File: config.mk
export PLATFORM = sky130hd
export DESIGN_NAME = cp0_exception_commit
export DESIGN_NICKNAME = d
export VERILOG_FILES = /design/src/rtl/cp0_exception_commit_pkg.sv /design/src/rtl/cp0_exception_commit_timer.sv /design/src/rtl/cp0_exception_commit.sv
export SDC_FILE = /design/constraint.sdc
export NUM_CORES = 1
export LEC_CHECK = 0
export CAP_MARGIN = 20
export CORE_MARGIN = 3
export CORE_UTILIZATION = 51
export CTS_BUF_LIST = sky130_fd_sc_hd__clkbuf_4 sky130_fd_sc_hd__clkbuf_8 sky130_fd_sc_hd__clkbuf_16
export DETAILED_ROUTE_END_ITERATION = 10
export PLACE_DENSITY_LB_ADDON = 0.25
export SYNTH_ARGS = -nofsm -noshare
export SYNTH_HDL_FRONTEND = slang
export SYNTH_SLANG_ARGS = --single-unit
File: constraint.sdc
create_clock -name clk -period 8.6 [get_ports clk]
set_input_delay 2.58 -clock clk [delete_from_list [all_inputs] [get_ports clk]]
set_output_delay 2.58 -clock clk [all_outputs]
set_load 0.05 [all_outputs]
File: src/rtl/cp0_exception_commit_pkg.sv
`default_nettype none
// ============================================================================
// cp0_exception_commit_pkg : shared CP0 types, register numbers, ExcCodes
// Rev 1.0 - initial release
// ============================================================================
package cp0_exception_commit_pkg;

    typedef enum logic [2:0] {
        IsNone      = 3'd0,
        IsException = 3'd1,
        IsRefill    = 3'd2,
        IsEret      = 3'd3,
        IsRefetch   = 3'd4
    } entry_sel_e;

    typedef struct packed {
        logic Interrupt;
        logic WrongAddressinIF;
        logic TLBRefillinIF;
        logic TLBInvalidinIF;
        logic RI;
        logic Syscall;
        logic Break;
        logic Trap;
        logic Overflow;
        logic RdWrongAddressinMEM;
        logic WrWrongAddressinMEM;
        logic RdTLBRefillinMEM;
        logic RdTLBInvalidinMEM;
        logic WrTLBRefillinMEM;
        logic WrTLBInvalidinMEM;
        logic TLBModified;
    } ExceptinPipeType;

    localparam logic [4:0] EXC_INT  = 5'h00;
    localparam logic [4:0] EXC_MOD  = 5'h01;
    localparam logic [4:0] EXC_TLBL = 5'h02;
    localparam logic [4:0] EXC_TLBS = 5'h03;
    localparam logic [4:0] EXC_ADEL = 5'h04;
    localparam logic [4:0] EXC_ADES = 5'h05;
    localparam logic [4:0] EXC_SYS  = 5'h08;
    localparam logic [4:0] EXC_BP   = 5'h09;
    localparam logic [4:0] EXC_RI   = 5'h0a;
    localparam logic [4:0] EXC_OV   = 5'h0c;
    localparam logic [4:0] EXC_TR   = 5'h0d;

    localparam logic [4:0] REG_BADVADDR = 5'd8;
    localparam logic [4:0] REG_COUNT    = 5'd9;
    localparam logic [4:0] REG_COMPARE  = 5'd11;
    localparam logic [4:0] REG_STATUS   = 5'd12;
    localparam logic [4:0] REG_CAUSE    = 5'd13;
    localparam logic [4:0] REG_EPC      = 5'd14;

    localparam int          STATUS_BEV   = 22;
    localparam int          STATUS_EXL   = 1;
    localparam int          STATUS_IE    = 0;
    localparam logic [31:0] STATUS_WMASK = 32'h0040_FF03;
    localparam logic [31:0] STATUS_RESET = 32'h0040_0000;

    typedef struct packed {
        logic [4:0] code;
        logic       bad_pc;
        logic       bad_mem;
    } exc_info_t;

    // Highest-priority cause wins; it alone decides where BadVAddr comes from.
    function automatic exc_info_t exc_decode(input ExceptinPipeType e);
        exc_info_t r;
        r = '{code: EXC_INT, bad_pc: 1'b0, bad_mem: 1'b0};
        if (e.Interrupt)                                 r.code = EXC_INT;
        else if (e.WrongAddressinIF)                     begin r.code = EXC_ADEL; r.bad_pc = 1'b1; end
        else if (e.TLBRefillinIF || e.TLBInvalidinIF)    begin r.code = EXC_TLBL; r.bad_pc = 1'b1; end
        else if (e.RI)                                   r.code = EXC_RI;
        else if (e.Syscall)                              r.code = EXC_SYS;
        else if (e.Break)                                r.code = EXC_BP;
        else if (e.Trap)                                 r.code = EXC_TR;
        else if (e.Overflow)                             r.code = EXC_OV;
        else if (e.RdWrongAddressinMEM)                  begin r.code = EXC_ADEL; r.bad_mem = 1'b1; end
        else if (e.WrWrongAddressinMEM)                  begin r.code = EXC_ADES; r.bad_mem = 1'b1; end
        else if (e.RdTLBRefillinMEM || e.RdTLBInvalidinMEM) begin r.code = EXC_TLBL; r.bad_mem = 1'b1; end
        else if (e.WrTLBRefillinMEM || e.WrTLBInvalidinMEM) begin r.code = EXC_TLBS; r.bad_mem = 1'b1; end
        else if (e.TLBModified)                          begin r.code = EXC_MOD; r.bad_mem = 1'b1; end
        return r;
    endfunction

endpackage
`default_nettype wire

File: src/rtl/cp0_exception_commit_timer.sv
`default_nettype none
// ============================================================================
// cp0_timer : Count/Compare pair with prescaler and sticky timer interrupt
// Rev 1.0 - initial release
// ============================================================================
module cp0_timer #(
    parameter int COUNT_DIV = 2
) (
    input  logic        clk,
    input  logic        rst,
    input  logic        i_count_we,
    input  logic        i_compare_we,
    input  logic [31:0] i_wdata,
    output logic [31:0] o_count,
    output logic [31:0] o_compare,
    output logic        o_ti
);
    localparam int               DIV_W    = (COUNT_DIV > 1) ? $clog2(COUNT_DIV) : 1;
    localparam logic [DIV_W-1:0] DIV_LAST = DIV_W'(COUNT_DIV - 1);

    logic [DIV_W-1:0] r_div;
    logic [31:0]      r_count;
    logic [31:0]      r_compare;
    logic             r_ti;
    logic             w_tick;
    logic [31:0]      w_count_nxt;

    assign w_tick      = (r_div == DIV_LAST);
    assign w_count_nxt = i_count_we ? i_wdata : (w_tick ? r_count + 32'd1 : r_count);

    // TI only arms on an actual Count update, so Count==Compare==0 after reset stays quiet.
    always_ff @(posedge clk or negedge rst) begin
        if (!rst) begin
            r_div     <= '0;
            r_count   <= '0;
            r_compare <= '0;
            r_ti      <= 1'b0;
        end else begin
            r_div   <= w_tick ? '0 : r_div + DIV_W'(1);
            r_count <= w_count_nxt;
            if (i_compare_we) begin
                r_compare <= i_wdata;
                r_ti      <= 1'b0;
            end else if ((i_count_we || w_tick) && (w_count_nxt == r_compare)) begin
                r_ti <= 1'b1;
            end
        end
    end

    assign o_count   = r_count;
    assign o_compare = r_compare;
    assign o_ti      = r_ti;
endmodule
`default_nettype wire

File: src/rtl/cp0_exception_commit.sv
`default_nettype none
// ============================================================================
// cp0_exception_commit : CP0 state, exception/eret commit and redirect PC
// Rev 1.0 - initial release
// ============================================================================
module cp0_exception_commit
    import cp0_exception_commit_pkg::*;
#(
    parameter logic [31:0] VEC_BEV1   = 32'hBFC0_0380,
    parameter logic [31:0] VEC_BEV0   = 32'h8000_0180,
    parameter logic [31:0] REFILL_OFS = 32'h0000_0180,
    parameter int          COUNT_DIV  = 2
) (
    input  logic            clk,
    input  logic            rst,
    input  ExceptinPipeType MEM_ExceptType_final,
    input  logic [2:0]      EX_Entry_Sel,
    input  logic [31:0]     MEM_PC,
    input  logic            MEM_IsInDelaySlot,
    input  logic [31:0]     MEM_BadVAddr,
    input  logic            MEM_Stall,
    input  logic            MEM_CP0We,
    input  logic [4:0]      MEM_CP0Addr,
    input  logic [31:0]     MEM_CP0Wdata,
    input  logic [4:0]      CP0_RdAddr,
    input  logic [5:0]      Ext_Int,
    output logic [31:0]     CP0_RdData,
    output logic [7:0]      CP0_Status_IM7_0,
    output logic            CP0_Status_EXL,
    output logic            CP0_Status_IE,
    output logic [5:0]      CP0_Cause_IP7_2,
    output logic [1:0]      CP0_Cause_IP1_0,
    output logic [31:0]     EX_TargetPC
);
    logic [31:0] r_status;
    logic        r_cause_bd;
    logic [5:0]  r_cause_ip7_2;
    logic [1:0]  r_cause_ip1_0;
    logic [4:0]  r_cause_exc;
    logic [31:0] r_epc;
    logic [31:0] r_badvaddr;

    logic [31:0] w_count;
    logic [31:0] w_compare;
    logic        w_ti;
    logic        w_exc_take;
    logic        w_eret_take;
    logic        w_mtc0;
    logic [31:0] w_gen_vec;
    exc_info_t   w_info;

    // Any redirect in the same cycle cancels a pending MTC0.
    assign w_exc_take  = !MEM_Stall && (EX_Entry_Sel == IsException || EX_Entry_Sel == IsRefill);
    assign w_eret_take = !MEM_Stall && (EX_Entry_Sel == IsEret);
    assign w_mtc0      = !MEM_Stall && MEM_CP0We && (EX_Entry_Sel == IsNone);
    assign w_info      = exc_decode(MEM_ExceptType_final);
    assign w_gen_vec   = r_status[STATUS_BEV] ? VEC_BEV1 : VEC_BEV0;

    cp0_timer #(
        .COUNT_DIV    (COUNT_DIV)
    ) u_timer (
        .clk          (clk),
        .rst          (rst),
        .i_count_we   (w_mtc0 && (MEM_CP0Addr == REG_COUNT)),
        .i_compare_we (w_mtc0 && (MEM_CP0Addr == REG_COMPARE)),
        .i_wdata      (MEM_CP0Wdata),
        .o_count      (w_count),
        .o_compare    (w_compare),
        .o_ti         (w_ti)
    );

    always_ff @(posedge clk or negedge rst) begin
        if (!rst) begin
            r_status      <= STATUS_RESET;
            r_cause_bd    <= 1'b0;
            r_cause_ip7_2 <= '0;
            r_cause_ip1_0 <= '0;
            r_cause_exc   <= '0;
            r_epc         <= '0;
            r_badvaddr    <= '0;
        end else begin
            r_cause_ip7_2 <= {Ext_Int[5] | w_ti, Ext_Int[4:0]};
            if (w_exc_take) begin
                if (!r_status[STATUS_EXL]) begin
                    r_epc      <= MEM_IsInDelaySlot ? MEM_PC - 32'd4 : MEM_PC;
                    r_cause_bd <= MEM_IsInDelaySlot;
                end
                r_status[STATUS_EXL] <= 1'b1;
                r_cause_exc          <= w_info.code;
                if (w_info.bad_pc)
                    r_badvaddr <= MEM_PC;
                else if (w_info.bad_mem)
                    r_badvaddr <= MEM_BadVAddr;
            end else if (w_eret_take) begin
                r_status[STATUS_EXL] <= 1'b0;
            end else if (w_mtc0) begin
                case (MEM_CP0Addr)
                    REG_STATUS: r_status      <= (r_status & ~STATUS_WMASK) | (MEM_CP0Wdata & STATUS_WMASK);
                    REG_CAUSE:  r_cause_ip1_0 <= MEM_CP0Wdata[9:8];
                    REG_EPC:    r_epc         <= MEM_CP0Wdata;
                    default:    ;
                endcase
            end
        end
    end

    always_comb begin
        CP0_RdData = '0;
        case (CP0_RdAddr)
            REG_BADVADDR: CP0_RdData = r_badvaddr;
            REG_COUNT:    CP0_RdData = w_count;
            REG_COMPARE:  CP0_RdData = w_compare;
            REG_STATUS:   CP0_RdData = r_status;
            REG_CAUSE:    CP0_RdData = {r_cause_bd, 15'd0, r_cause_ip7_2, r_cause_ip1_0,
                                        1'b0, r_cause_exc, 2'b00};
            REG_EPC:      CP0_RdData = r_epc;
            default:      CP0_RdData = '0;
        endcase
    end

    always_comb begin
        EX_TargetPC = '0;
        case (entry_sel_e'(EX_Entry_Sel))
            IsException: EX_TargetPC = w_gen_vec;
            IsRefill:    EX_TargetPC = r_status[STATUS_EXL] ? w_gen_vec : w_gen_vec - REFILL_OFS;
            IsEret:      EX_TargetPC = r_epc;
            IsRefetch:   EX_TargetPC = MEM_PC + 32'd4;
            default:     EX_TargetPC = '0;
        endcase
    end

    assign CP0_Status_IM7_0 = r_status[15:8];
    assign CP0_Status_EXL   = r_status[STATUS_EXL];
    assign CP0_Status_IE    = r_status[STATUS_IE];
    assign CP0_Cause_IP7_2  = r_cause_ip7_2;
    assign CP0_Cause_IP1_0  = r_cause_ip1_0;
endmodule
`default_nettype wire

==> out/qor.yml, run 1 <==
critical_path:
  cp.arrival_ns: 5.41
  worstSetupStartpointType: "input pin"
  required_ns: 6.02
  cpMostUsedCell: "clkdlybuf4s50_1"
  crit_fanout: 15
  crit_type: "in -> out"
  crit_slowest_cell: "clkdlybuf4s50_1"
  rr_worst_depth: 10
  r2r-start: "u_timer.o_count[0]"
  crit_chain: "clkdlybuf4s50_1, nor2_1, nand2_1, buf_4, o21ai_0, clkdlybuf4s50_1"
  endpoint_kind: "output pin"
  rrSetupSlack_ns: 5.43
  r2r_end: "u_timer.o_ti"
  critPathMaxStageDelay_ns: 0.87
sta:
  final.setup.tns_ns: 0
  finalMaxSlewViolations: 0
  min_period_over_period_pct: 92.9
  max_freq_ghz: 0.125
  clock_skew_ns: 0.00676
  min_period_ns: 7.99
  rsz0062_at_grt: "false"
  hold_viol_final: 0
  hold_slack_ns: 0.477
  max_slew_margin_pct: 35.3
  worst_pin_slew_ns: 0.957
  setup_violations: 0
clock_network:
  insertion_delay_ns: 0.44
  cts_buffer_depth: 2
  htreeDepth: 4
  cts_hold_buffers: 0
  ctsResizeCount: 0
  cts_setup_buffers: 0
  cts_buffers: 17
  clkTransAtPathRegs_ns: 0.06
  root_buffer: "clkbuf_16"
  cts_tree: "built"
  cts.sinks: 154
route:
  ant_nets: 0
  vias_per_cell: 6.16
  drtPass1Iterations: 6
  vias: 10400
  wl_per_cell_um: 22.6
  drc: 0
  drt-initial-drc-count: 1580
  totalWireLength_um: 38100
grt:
  track_usage_pct: 34.7
  grt_max_degree: 83
  grt-ovfl-total: 0
  grt_pass1_vias: 9758
  grt_pass1_wl_um: 58100
  antenna_found_initial: 1
finish:
  area_delta_synth_final_pct: 28.4
  stdcell_area_um2: 13200
  nets: 1549
  fin_cells: 1688
  antenna_cells: 0
  drive_above_1_share_pct: 8.50
synth:
  yosysTopAreaCellShare_pct: 37.3
  syn_inst: 1251
  synth_nets: 1390
  synth_commonest_cells: "nand2_1 (246), dfrtp_1 (153), o21ai_0 (125)"
  synthTopCellsByArea: "dfrtp_1 (37%), nand2_1 (9.0%), o21ai_0 (6.1%)"
  ys_seq_area_share_pct: 37.6
  async_flop_share_pct: 100
  yosys_warnings: 0
  syn_area_um2: 10300
  syn_area_per_cell_um2: 8.20
  synthFlopType: "dfrtp_1"
  ys_ff_latch: 154
  synth_largest_area_cell: "dfrtp_1"
  synth-edff-count: 0
  post-synth-top-count-cell: "nand2_1"
  ys_types: 71
die:
  dieHeight_um: 148
  die-area_um2: 21900
  core-area_um2: 19600
  dieWidth_um: 148
  ios: 218
  rows: 51
  start_util_pct: 52.4
placed_design:
  placedCellCount: 1656
  portBuffers: 217
  gp_congestion: 1.02
  dp_hpwl_um: 29000
  place_area_um2: 12500
worst_hold_path:
  hold_depth: 1
  hp-class: "reg -> reg"
  holdPathEnd: "CP0_Cause_IP7_2[5]"
  hold_start: "u_timer.o_ti"
pwr:
  peakVddDrop_v: 0.000143
  power.total_mw: 2.29
  power_density_nw_per_um2: 174
  p_leak_nw: 5.46
run_status:
  outcome: "finished, final reports clean"
job:
  max_cap_viol_count: 0
[flip-flops by register name, summed over array words and instances (netlist names)]
name               cells
r_badvaddr            32
r_epc                 32
u_timer.o_compare     32
u_timer.o_count       32
r_status              11
CP0_Cause_IP7_2        6
r_cause_exc            4
CP0_Cause_IP1_0        2
r_cause_bd             1
u_timer.o_ti           1
u_timer.r_div          1
[area by class of cell]
type | count | area, µm²
clock buffer | 21 | 474
clock inverter | 11 | 158
fill | 1649 | 6420
inverter | 21 | 78.8
multi-input combinational | 975 | 5920
sequential | 154 | 3850
tap | 265 | 332
timing repair buffer | 241 | 2350
[stage by stage]
step | util, % | setup slack (ns)
final | 67.2 | 0.607
after global routing | 67.2 | 0.403
after CTS | 67.2 | 0.617
after detailed placement | 64.0 | 0.635
after global placement | 63.9 | 0.645
after floorplan | - | 0.546
[placed cells by master (no fill, tap or decap), types with 5 or more instances in the layout]
cell | synthesis | routed
a2111oi_0 | 5 | 5
a21oi_1 | 49 | 49
a222oi_1 | 8 | 8
a22oi_1 | 65 | 65
a31oi_1 | 5 | 5
and2_1 | 6 | 6
and3_1 | 15 | 15
buf_4 | 8 | 37
clkbuf_16 | 0 | 17
clkdlybuf4s50_1 | 0 | 201
dfrtp_1 | 153 | 153
inv_1 | 21 | 21
mux2_2 | 21 | 21
mux2i_1 | 38 | 38
nand2_1 | 246 | 245
nand2b_1 | 6 | 6
nand3_1 | 36 | 36
nand3b_1 | 5 | 5
nand4_1 | 22 | 22
nor2_1 | 67 | 62
nor2b_1 | 9 | 9
nor3_1 | 21 | 20
nor4_1 | 14 | 14
o211ai_1 | 12 | 12
o21ai_0 | 125 | 125
o21ai_1 | 5 | 5
o22ai_1 | 5 | 5
o31ai_1 | 5 | 5
or2_2 | 6 | 6
or3_1 | 6 | 6
or4_1 | 7 | 7
xnor2_1 | 50 | 50
xor2_1 | 61 | 61
[worst max path at each step]
stage,slack (ns),depth (start not counted),start,endpoint
after floorplan,0.55,9,MEM_PC[4],EX_TargetPC[31]
after CTS,0.62,10,MEM_PC[2],EX_TargetPC[20]
after global placement,0.65,10,MEM_PC[2],EX_TargetPC[20]
after global routing,0.40,10,MEM_PC[2],EX_TargetPC[20]
after detailed placement,0.64,10,MEM_PC[2],EX_TargetPC[20]
final,0.61,6,EX_Entry_Sel[0],EX_TargetPC[17]
[metal layers]
metal  GRT usage, %  vias up  share of wire [%]
met3           9.04       85                 12
met4           9.65        2                2.5
met5              0        -              0.018
li1               -     4734                  -
met2           52.4      635                 45
met1           49.7     4949                 41
[where the power goes]
group	total (mW)	internal [mW]	switching (mW)
combinational	0.498	0.208	0.290
clock	0.814	0.488	0.326
sequential	0.981	0.835	0.146
total	2.29	1.53	0.762
[cells by family after synthesis]
family / after synthesis / synth area share [%]
xor gates and xnor gates: 112 / 9.71
muxes: 59 / 6.01
adders and majority gates: 3 / 0.366
DFF: 154 / 37.6
buffers and inverters: 122 / 5.01
AOI/OAI and AO/OA: 306 / 18.5
and+or+nand+nor: 495 / 22.8
[worst max-delay path, delay by kind of cell]
family          cells  cell delay, ns
buf+inv             3            1.78
simple gates        2            0.71
compound gates      1            0.33
Note: power is estimated with default switching activity, not from simulation.
==> inputs of run 2 (changes only) <==
--- a/config.mk
+++ b/config.mk
@@ -5,7 +5,7 @@
 export SDC_FILE = /design/constraint.sdc
 export NUM_CORES = 1
 export LEC_CHECK = 0
-export CAP_MARGIN = 20
+export CAP_MARGIN = 30
 export CORE_MARGIN = 3
 export CORE_UTILIZATION = 51
 export CTS_BUF_LIST = sky130_fd_sc_hd__clkbuf_4 sky130_fd_sc_hd__clkbuf_8 sky130_fd_sc_hd__clkbuf_16
==> constraint.sdc (replaced) <==
create_clock -name clk -period 8.8 [get_ports clk]
set_input_delay 2.64 -clock clk [delete_from_list [all_inputs] [get_ports clk]]
set_output_delay 2.64 -clock clk [all_outputs]
set_load 0.01 [all_outputs]
==> run 2 against run 1 <==
  * Combinational power is 15% lower
  * Count of clock-buffer cells in the layout is 1 lower
  * Final cell count hardly changed
  * Largest cell class unchanged
  * Core utilization is 0.17 points higher
  * Die area stayed put
  * Cell area is 0.26% higher
  * Total power is 4.2% lower
  * Highest routed layer is now met4
  * First-iteration DRC count is 18% lower
  * Clock power hardly changed
==> out/qor.yml, run 2 (synthesis results as in run 1) <==
route:
  vias: 10400  # +0.24%
  drc: 0  # unchanged
  ant_nets: 0  # unchanged
  drtPass1Iterations: 5  # -1
  totalWireLength_um: 37700  # -1.0%
  wl_per_cell_um: 22.3  # -1.1%
  vias_per_cell: 6.18  # +0.18%
  drt-initial-drc-count: 1291  # -18%
die:
  rows: 51  # unchanged
  ios: 218  # unchanged
  dieWidth_um: 148  # unchanged
  core-area_um2: 19600  # unchanged
  dieHeight_um: 148  # unchanged
  start_util_pct: 52.4  # unchanged
  die-area_um2: 21900  # unchanged
finish:
  antenna_cells: 0  # unchanged
  drive_above_1_share_pct: 7.51  # -0.99 points
  area_delta_synth_final_pct: 28.7
  layout_commonest_cell: "nand2_1"
  final_cell_mix: "nand2_1 (245), clkdlybuf4s50_1 (216), dfrtp_1 (153)"
  nets: 1550  # +0.065%
  stdcell_area_um2: 13200  # +0.26%
clock_network:
  insertion_delay_ns: 0.45  # about the same
  root_buffer: "clkbuf_16"
  htreeDepth: 4  # unchanged
  ctsResizeCount: 0  # unchanged
  cts_buffers: 17  # unchanged
  cts_tree: "built"
  cts.sinks: 154  # unchanged
  cts_setup_buffers: 0  # unchanged
  cts_hold_buffers: 0  # unchanged
  clkTransAtPathRegs_ns: 0.06  # about the same
  cts_buffer_depth: 2  # unchanged
pwr:
  p_leak_nw: 5.43  # -0.46%
  p_clk_share_pct: 37.1  # +1.6 points
  internal_power_mw: 1.51  # -1.1%
  pwr-share-comb_pct: 19.4  # -2.3 points
  seqPwrFrac_pct: 43.5  # +0.7 points
  power_density_nw_per_um2: 166  # -4.5%
  p_sw_share_pct: 31.0  # -2.2 points
  peakVddDrop_v: 0.000132  # -8.2%
  p_sw_uw: 681  # -11%
grt:
  grt-ovfl-total: 0  # unchanged
  track_usage_pct: 34.3  # -0.37 points
  grt_pass1_vias: 9856  # +1.0%
  antenna_found_initial: 0  # -1
  grt_pass1_wl_um: 58000  # -0.20%
  grt_max_degree: 81  # -2.4%
sta:
  min_period_over_period_pct: 93.5
  clock_skew_ns: 0.0191  # +0.0123 ns
  finalMaxSlewViolations: 0  # unchanged
  final.setup.tns_ns: 0  # unchanged
  max_freq_ghz: 0.122
  max_slew_margin_pct: 24.0  # -11 points
  setup_violations: 0  # unchanged
  worst_pin_slew_ns: 1.12  # +0.168 ns
  rsz0062_at_grt: "false"
  min_period_ns: 8.23
  hold_viol_final: 0  # unchanged
  worst_slack_ns: 0.570  # -0.0370 ns
placed_design:
  place_ws_ns: 0.602  # -0.0340 ns
  dp_hpwl_um: 28500  # -1.5%
  place_area_um2: 12600  # +0.20%
  portBuffers: 217  # unchanged
  gp_congestion: 1.02  # -0.40%
critical_path:
  crit_buf_inv: 2  # -1
  worstSetupStartpointType: "input pin"
  crit_slowest_cell: "clkdlybuf4s50_1"
  crit_chain: "clkdlybuf4s50_1, and3_1, nand3_1, nor2_1, and3_1, nand2b_1, or4_1, xor2_1, o21ai_0, clkdlybuf4s50_1"
  rrSetupSlack_ns: 5.48  # +0.05 ns
  critPathMaxStageDelay_ns: 0.58  # -0.29 ns
  crit_type: "in -> out"
  crit_family: "simple AND/OR/NAND/NOR gates"
  required_ns: 6.16  # +0.14 ns
  crit_fanout: 6  # -9
  cp.arrival_ns: 5.59  # +0.18 ns
  endpoint_kind: "output pin"
run_status:
  outcome: "finished, final reports clean"
job:
  max_cap_viol_count: 0  # unchanged
worst_hold_path:
  hp-class: "reg -> reg"
-- run 2: metrics by stage --
stage | hold WS (ns) | utilization [%] | instances | power (mW)
finish | 0.480 | 67.4 | 1689 | 2.19
global route | 0.516 | 67.4 | 1689 | 2.28
global placement | 0.462 | 64.0 | 1656 | 1.36
detailed placement | 0.469 | 64.1 | 1657 | 1.37
floorplan | 0.439 | - | 1251 | 1.13
CTS | 0.483 | 67.4 | 1689 | 2.18
-- run 2: final timing paths --
kind                                     from            endpoint  cells after the start
max in group asynchronous                 rst           r_epc[17]                      2
max                                 MEM_PC[6]     EX_TargetPC[31]                     10
min                              u_timer.o_ti  CP0_Cause_IP7_2[5]                      1
min in group asynchronous                 rst  CP0_Cause_IP7_2[1]                      1
max reg2reg                u_timer.o_count[0]        u_timer.o_ti                     10
min reg2reg                      u_timer.o_ti  CP0_Cause_IP7_2[5]                      1
-- run 2: worst register-to-register path, cell delays in order (launching register included) --
cell and delay (ns):
dfrtp_1 0.46, ha_1 0.20, and4_1 0.29, nand4_1 0.34
nor4b_1 0.67, xnor2_1 0.19, xnor2_1 0.19, a2111o_1 0.44
nor4_1 0.18, a21oi_1 0.12, o21ai_1 0.17
-- run 2: power groups by stage --
| stage | Combinational (mW) | Sequential (mW) | Clock [mW] |
|---|---|---|---|
| global placement | 0.407 | 0.953 | 0 |
| global route | 0.467 | 0.960 | 0.847 |
| detailed placement | 0.418 | 0.954 | 0 |
| CTS | 0.423 | 0.944 | 0.816 |
| finish | 0.425 | 0.955 | 0.815 |
| floorplan | 0.238 | 0.891 | 0 |
-- run 2: per-layer routing --
layer / share of wire, % / wire length (µm) / track usage [%] / vias up
met5: 0 / 0 / 0 / -
met4: 2.7 / 1020 / 11.1 / 0
met3: 12 / 4460 / 8.83 / 75
met2: 45 / 16900 / 51.8 / 614
met1: 41 / 15300 / 48.5 / 5001
li1: - / - / - / 4740
-- run 2: cell type report --
cell class / count / area [µm²]
inverters: 21 / 78.8
multi-input cells: 975 / 5920
clock inverters: 12 / 186
clock buffers: 20 / 454
well taps: 265 / 332
fillers: 1668 / 6390
flip-flops and latches: 154 / 3850
repair buffers: 242 / 2370
==> inputs of run 3 (changes only) <==
--- a/config.mk
+++ b/config.mk
@@ -9,7 +9,9 @@
 export CORE_MARGIN = 3
 export CORE_UTILIZATION = 51
 export CTS_BUF_LIST = sky130_fd_sc_hd__clkbuf_4 sky130_fd_sc_hd__clkbuf_8 sky130_fd_sc_hd__clkbuf_16
+export CTS_CLUSTER_SIZE = 10
 export DETAILED_ROUTE_END_ITERATION = 10
+export HOLD_SLACK_MARGIN = 0.03
 export PLACE_DENSITY_LB_ADDON = 0.25
 export SYNTH_ARGS = -nofsm -noshare
 export SYNTH_HDL_FRONTEND = slang
==> results of run 3 <==
The final DEF is identical to that of run 2; final timing and power are the same.
